==> config.mk <==
export PLATFORM = sky130hd
export DESIGN_NAME = div_seq
export DESIGN_NICKNAME = d
export VERILOG_FILES = /design/src/rtl/div_seq.sv
export SDC_FILE = /design/constraint.sdc
export NUM_CORES = 1
export LEC_CHECK = 0
export BUFFER_PORTS_ARGS = -buffer_cell sky130_fd_sc_hd__buf_2
export CORE_ASPECT_RATIO = 0.75
export CORE_MARGIN = 3
export CORE_UTILIZATION = 25
export DETAILED_ROUTE_END_ITERATION = 8
export SETUP_SLACK_MARGIN = 0.1
export SLEW_MARGIN = 5
export SYNTH_ARGS = -nofsm -noshare
export SYNTH_HDL_FRONTEND = slang
export SYNTH_SLANG_ARGS = --single-unit
==> constraint.sdc <==
create_clock -name clock -period 2.6 [get_ports clock]
set_input_delay 0.52 -clock clock [delete_from_list [all_inputs] [get_ports clock]]
set_output_delay 0.52 -clock clock [all_outputs]
set_load 0.005 [all_outputs]
==> src/rtl/div_seq.sv <==
// Sequential radix-2 restoring divider, one quotient bit per clock.
// Define DIV_SIGNED_EN to build two's-complement support; otherwise unsigned only.
module div_seq #(
    parameter int WIDTH = 32,
    parameter int CNT_W = $clog2(WIDTH) + 1
) (
    input  logic             clock,
    input  logic             reset,
    input  logic [WIDTH-1:0] a,
    input  logic [WIDTH-1:0] b,
    input  logic             start,
    input  logic             sign,
    output logic [WIDTH-1:0] q,
    output logic [WIDTH-1:0] r,
    output logic             busy,
    output logic             done,
    output logic             div_zero
);

    localparam logic [0:0] IDLE = 1'b0;
    localparam logic [0:0] RUN  = 1'b1;

    logic [0:0]       state_q, state_d;
    logic [CNT_W-1:0] cnt_q, cnt_d;
    logic [WIDTH:0]   rem_q, rem_d;
    logic [WIDTH-1:0] quo_q, quo_d;
    logic [WIDTH-1:0] dvs_q, dvs_d;
    logic             zero_q, zero_d;
    logic [WIDTH-1:0] q_q, q_d;
    logic [WIDTH-1:0] r_q, r_d;
    logic             done_q, done_d;
    logic             div_zero_q, div_zero_d;

    logic [WIDTH-1:0] a_mag, b_mag;
    logic             a_neg, b_neg;
    logic [WIDTH:0]   rem_sh, rem_nxt;
    logic [WIDTH+1:0] diff;
    logic             step_ok;
    logic [WIDTH-1:0] quo_nxt;
    logic [WIDTH-1:0] q_fin, r_fin;

`ifdef DIV_SIGNED_EN
    logic q_sign_q, q_sign_d;
    logic r_sign_q, r_sign_d;

    always_comb begin
        a_neg = sign & a[WIDTH-1];
        b_neg = sign & b[WIDTH-1];
        a_mag = a_neg ? -a : a;
        b_mag = b_neg ? -b : b;
    end

    always_ff @(posedge clock) begin
        if (reset) begin
            q_sign_q <= 1'b0;
            r_sign_q <= 1'b0;
        end else begin
            q_sign_q <= q_sign_d;
            r_sign_q <= r_sign_d;
        end
    end
`else
    logic unused_sign;
    assign unused_sign = sign;

    always_comb begin
        a_neg = 1'b0;
        b_neg = 1'b0;
        a_mag = a;
        b_mag = b;
    end
`endif

    // Restoring step: the dividend register shifts out into the remainder and
    // collects quotient bits from the bottom.
    always_comb begin
        rem_sh  = {rem_q[WIDTH-1:0], quo_q[WIDTH-1]};
        diff    = {1'b0, rem_sh} - {2'b00, dvs_q};
        step_ok = ~diff[WIDTH+1];
        rem_nxt = step_ok ? diff[WIDTH:0] : rem_sh;
        quo_nxt = {quo_q[WIDTH-2:0], step_ok};
    end

    // With a zero divisor every trial succeeds, so the remainder ends as |a|
    // and sign correction restores the original dividend.
    always_comb begin
`ifdef DIV_SIGNED_EN
        q_fin = q_sign_q ? -quo_nxt : quo_nxt;
        r_fin = r_sign_q ? -rem_nxt[WIDTH-1:0] : rem_nxt[WIDTH-1:0];
`else
        q_fin = quo_nxt;
        r_fin = rem_nxt[WIDTH-1:0];
`endif
        if (zero_q) begin
            q_fin = '1;
        end
    end

    always_comb begin
        state_d    = state_q;
        cnt_d      = cnt_q;
        rem_d      = rem_q;
        quo_d      = quo_q;
        dvs_d      = dvs_q;
        zero_d     = zero_q;
        q_d        = q_q;
        r_d        = r_q;
        done_d     = 1'b0;
        div_zero_d = div_zero_q;
`ifdef DIV_SIGNED_EN
        q_sign_d   = q_sign_q;
        r_sign_d   = r_sign_q;
`endif
        if (state_q == IDLE) begin
            if (start) begin
                quo_d   = a_mag;
                rem_d   = '0;
                dvs_d   = b_mag;
                zero_d  = (b == '0);
                cnt_d   = '0;
                state_d = RUN;
`ifdef DIV_SIGNED_EN
                q_sign_d = a_neg ^ b_neg;
                r_sign_d = a_neg;
`endif
            end
        end else begin
            quo_d = quo_nxt;
            rem_d = rem_nxt;
            cnt_d = cnt_q + CNT_W'(1);
            if (cnt_q == CNT_W'(WIDTH - 1)) begin
                q_d        = q_fin;
                r_d        = r_fin;
                div_zero_d = zero_q;
                done_d     = 1'b1;
                cnt_d      = '0;
                state_d    = IDLE;
            end
        end
    end

    always_ff @(posedge clock) begin
        if (reset) begin
            state_q    <= IDLE;
            cnt_q      <= '0;
            rem_q      <= '0;
            quo_q      <= '0;
            dvs_q      <= '0;
            zero_q     <= 1'b0;
            q_q        <= '0;
            r_q        <= '0;
            done_q     <= 1'b0;
            div_zero_q <= 1'b0;
        end else begin
            state_q    <= state_d;
            cnt_q      <= cnt_d;
            rem_q      <= rem_d;
            quo_q      <= quo_d;
            dvs_q      <= dvs_d;
            zero_q     <= zero_d;
            q_q        <= q_d;
            r_q        <= r_d;
            done_q     <= done_d;
            div_zero_q <= div_zero_d;
        end
    end

    assign q        = q_q;
    assign r        = r_q;
    assign busy     = (state_q == RUN);
    assign done     = done_q;
    assign div_zero = div_zero_q;

endmodule

==> impl_metrics.py <==
metrics = {
    "run_status": {
        "status": "finished with violations",
        "violations": "negative setup slack",
    },
    "clock_tree": {
        "max-clock-path-buffers": 2,
        "cts_tree": "built",
        "hold_buffers": 0,
        "path_clk_slew_ns": 0.07,
        "htree_levels": 4,
        "root_buffer": "clkbuf_16",
        "worstSkewPairLatency_ns": 0.44,
        "numCtsBuffers": 17,
        "cts.sinks": 170,
    },
    "timing": {
        "rsz0062_at_grt": "yes",
        "setup_ws_ns": -0.117,
        "maxSlewViolCount": 0,
        "whs_ns": 0.326,
        "finalCriticalPeriod_ns": 2.72,
        "finalSetupViolCount": 54,
        "max_freq_ghz": 0.368,
        "hold_viol": 0,
        "relSlewSlack_pct": 13.8,
        "clock_skew_ns": 0.0126,
        "post-route-period-util_pct": 105,
        "tightest_slew_ns": 1.29,
    },
    "placed_design": {
        "dpl.cell_count": 1655,
        "dpl_cell_area_um2": 10000,
        "place_ws_ns": -0.228,
        "place.gp.congestion": 0.886,
        "dp_hpwl_mm": 19.7,
        "io_buffers": 133,
    },
    "routing": {
        "postRouteAntennaNets": 0,
        "drc": 0,
        "vias": 8166,
        "post_drt_via_cell_ratio": 4.78,
        "finalWirelength_mm": 28.0,
        "drt_iter0_markers": 643,
        "wl_per_cell_um": 16.4,
        "drtPass1Iterations": 5,
    },
    "synth": {
        "ys_warn_count": 0,
        "synthCells": 1068,
        "synth-edff-count": 0,
        "synth_flop_cell": "dfxtp_1",
        "async_reset_ff_share_pct": 0,
        "ys_seq_area_share_pct": 40.3,
        "syn_area_per_cell_um2": 7.91,
        "synth_nets": 1170,
        "netlist_area_um2": 8450,
        "synth-seq-cells": 170,
        "ys_types": 55,
    },
    "floorplanning": {
        "die_area_um2": 36100,
        "pin_count": 135,
        "rows": 57,
        "die_x_um": 218,
        "die_y_um": 165,
        "core_area_um2": 32900,
        "initial_core_util_pct": 25.7,
    },
    "layout": {
        "layout_common_cells": "150 x dfxtp_1, 132 x buf_2, 124 x nand2_1, 122 x nor2_1, 119 x a21oi_1",
        "final-seq-area_um2": 3430,
        "stdcell_area_um2": 11700,
        "antenna_cells": 0,
        "layout_commonest_cell": "dfxtp_1",
        "post-route-util_pct": 35.6,
        "multiInputGateArea_um2": 5370,
        "areaGrowthSynthToFinish_pct": 38.4,
        "nets": 1356,
        "fin_cells": 1709,
        "drive_gt1_share_pct": 31.3,
        "nFillCells": 3392,
    },
    "min_path": {
        "worstHoldPathType": "input port to flip-flop",
    },
    "critical_path": {
        "worstPathCellList": "ha_4 -> a21o_1 -> a31oi_1 -> o21ai_1 -> a211o_1 -> o2111a_1 -> o21a_1 -> buf_6 -> buf_12 -> mux2_4 -> o31ai_2",
        "path_class": "flip-flop to flip-flop",
        "crit_path_top_delay_cell": "dfxtp_4",
        "crit_family": "compound AO/OA/AOI/OAI gates",
        "cp.required_ns": 2.94,
        "crit_fanout": 4,
        "arrival_ns": 3.06,
        "cp_num_buf_inv": 2,
        "slowest_delay_ns": 0.36,
        "crit_path_start_kind": "flip-flop",
        "endpoint_kind": "flip-flop",
    },
    "global_routing": {
        "antenna_found_initial": 0,
        "grt_max_degree": 70,
        "grt_pass1_wl_mm": 43.0,
        "grt_overflow": 0,
        "grtUsageTotal_pct": 15.2,
        "grt_pass1_vias": 7669,
    },
    "power_and_ir_drop": {
        "p_leak_uw": 0.00486,
        "p_per_area_nw_per_um2": 1430,
        "ir_drop_uv": 1030,
    },
    "job": {
        "maxCapViolCount": 0,
    },
}
-- layer usage --
layer	vias up	track usage, %	wire length, um	share of wire, %
li1	4109	-	-	-
met1	3874	22.4	14100	50
met2	170	21.3	11700	42
met3	13	4.57	2000	7.1
met4	0	3.59	264	0.94
met5	-	0	0	0
-- report_power, final --
part | internal (uW) | switching, uW | total (uW)
Clock | 1590 | 1180 | 2780
Sequential | 2820 | 243 | 3070
Combinational | 5690 | 5240 | 10900
-- synth_stat cells, types with 4 or more instances --
| cell | n | share of area, % |
|---|---|---|
| dfxtp_1 | 170 | 40 |
| a21oi_1 | 135 | 8.0 |
| nand2_1 | 126 | 5.6 |
| nor2_1 | 126 | 5.6 |
| nor3_1 | 74 | 4.4 |
| o21ai_0 | 73 | 4.3 |
| mux2i_1 | 59 | 7.0 |
| clkbuf_1 | 54 | 2.4 |
| inv_1 | 40 | 1.8 |
| ha_1 | 33 | 4.9 |
| xnor2_1 | 14 | 1.5 |
| and3_1 | 13 | 0.96 |
| o21ai_1 | 12 | 0.71 |
| nand3_1 | 11 | 0.65 |
| xor2_1 | 10 | 1.0 |
| buf_1 | 9 | 0.40 |
| a21o_1 | 8 | 0.71 |
| nor4_1 | 8 | 0.59 |
| a31oi_1 | 6 | 0.44 |
| nand2b_1 | 6 | 0.44 |
| nand4_1 | 6 | 0.44 |
| o211ai_1 | 6 | 0.53 |
| or3_1 | 6 | 0.44 |
| a211oi_1 | 5 | 0.44 |
| a32oi_1 | 4 | 0.41 |
| nor2b_1 | 4 | 0.30 |
-- worst reg2reg max path, cell delays in order (launching register included) --
cell,delay (ns)
dfxtp_4,0.36
ha_4,0.24
a21o_1,0.17
a31oi_1,0.14
o21ai_1,0.12
a211o_1,0.32
o2111a_1,0.28
o21a_1,0.23
buf_6,0.14
buf_12,0.12
mux2_4,0.31
o31ai_2,0.21
-- timing repair --
action                     CTS  global route
pin swaps                   35            32
hold endpoints to repair     0             0
gates cloned                 2             0
setup endpoints to repair   66            66
gates resized for setup     95            92
buffers inserted            11            10
-- metrics by stage --
stage	setup TNS (ns)	total power, uW
final	-3.07	16800
after global routing	-9.05	17700
after CTS	-2.74	15100
after detailed placement	-6.64	9630
after global placement	-4.63	9550
after floorplan	0	7670
-- cell type report --
| class | instances | share of cell area [%] |
|---|---|---|
| Multi-Input combinational cell | 790 | 45.9 |
| Tap cell | 442 | 4.73 |
| Timing Repair Buffer | 234 | 13.3 |
| Clock inverter | 13 | 1.52 |
| Sequential cell | 170 | 29.3 |
| Inverter | 41 | 1.32 |
| Clock buffer | 19 | 3.87 |
-- path summary, 6_finish.rpt --
kind	startpoint	to	slack (ns)	depth (start not counted)
min reg2reg	dvs_q[26]$_SDFFE_PP0P_	dvs_q[26]$_SDFFE_PP0P_	0.46	2
max reg2reg	rem_q[12]$_SDFFE_PP0P_	r[1]$_SDFFE_PP0P_	-0.12	11
min	b[18]	dvs_q[18]$_SDFFE_PP0P_	0.33	3
max	rem_q[12]$_SDFFE_PP0P_	r[1]$_SDFFE_PP0P_	-0.12	11
-- logic make-up after synthesis --
family	count (synthesis)	share of synthesized area (%)
AO/OA/AOI/OAI	282	19.3
XOR/XNOR	24	2.49
adder cells (fa/ha/maj)	34	5.12
buffers and inverters	108	5.24
flip-flops	170	40.3
multiplexers	62	7.48
AND/OR/NAND/NOR	388	20.1
-- state kept, by name, summed over array words and instances, names as in the netlist --
name,count
dvs_q,32
rem_q,32
q,32
div_zero,1
busy,1
cnt_q,6
zero_q,1
quo_q,32
done,1
r,32
No activity file was read; power rests on OpenSTA's default activity.
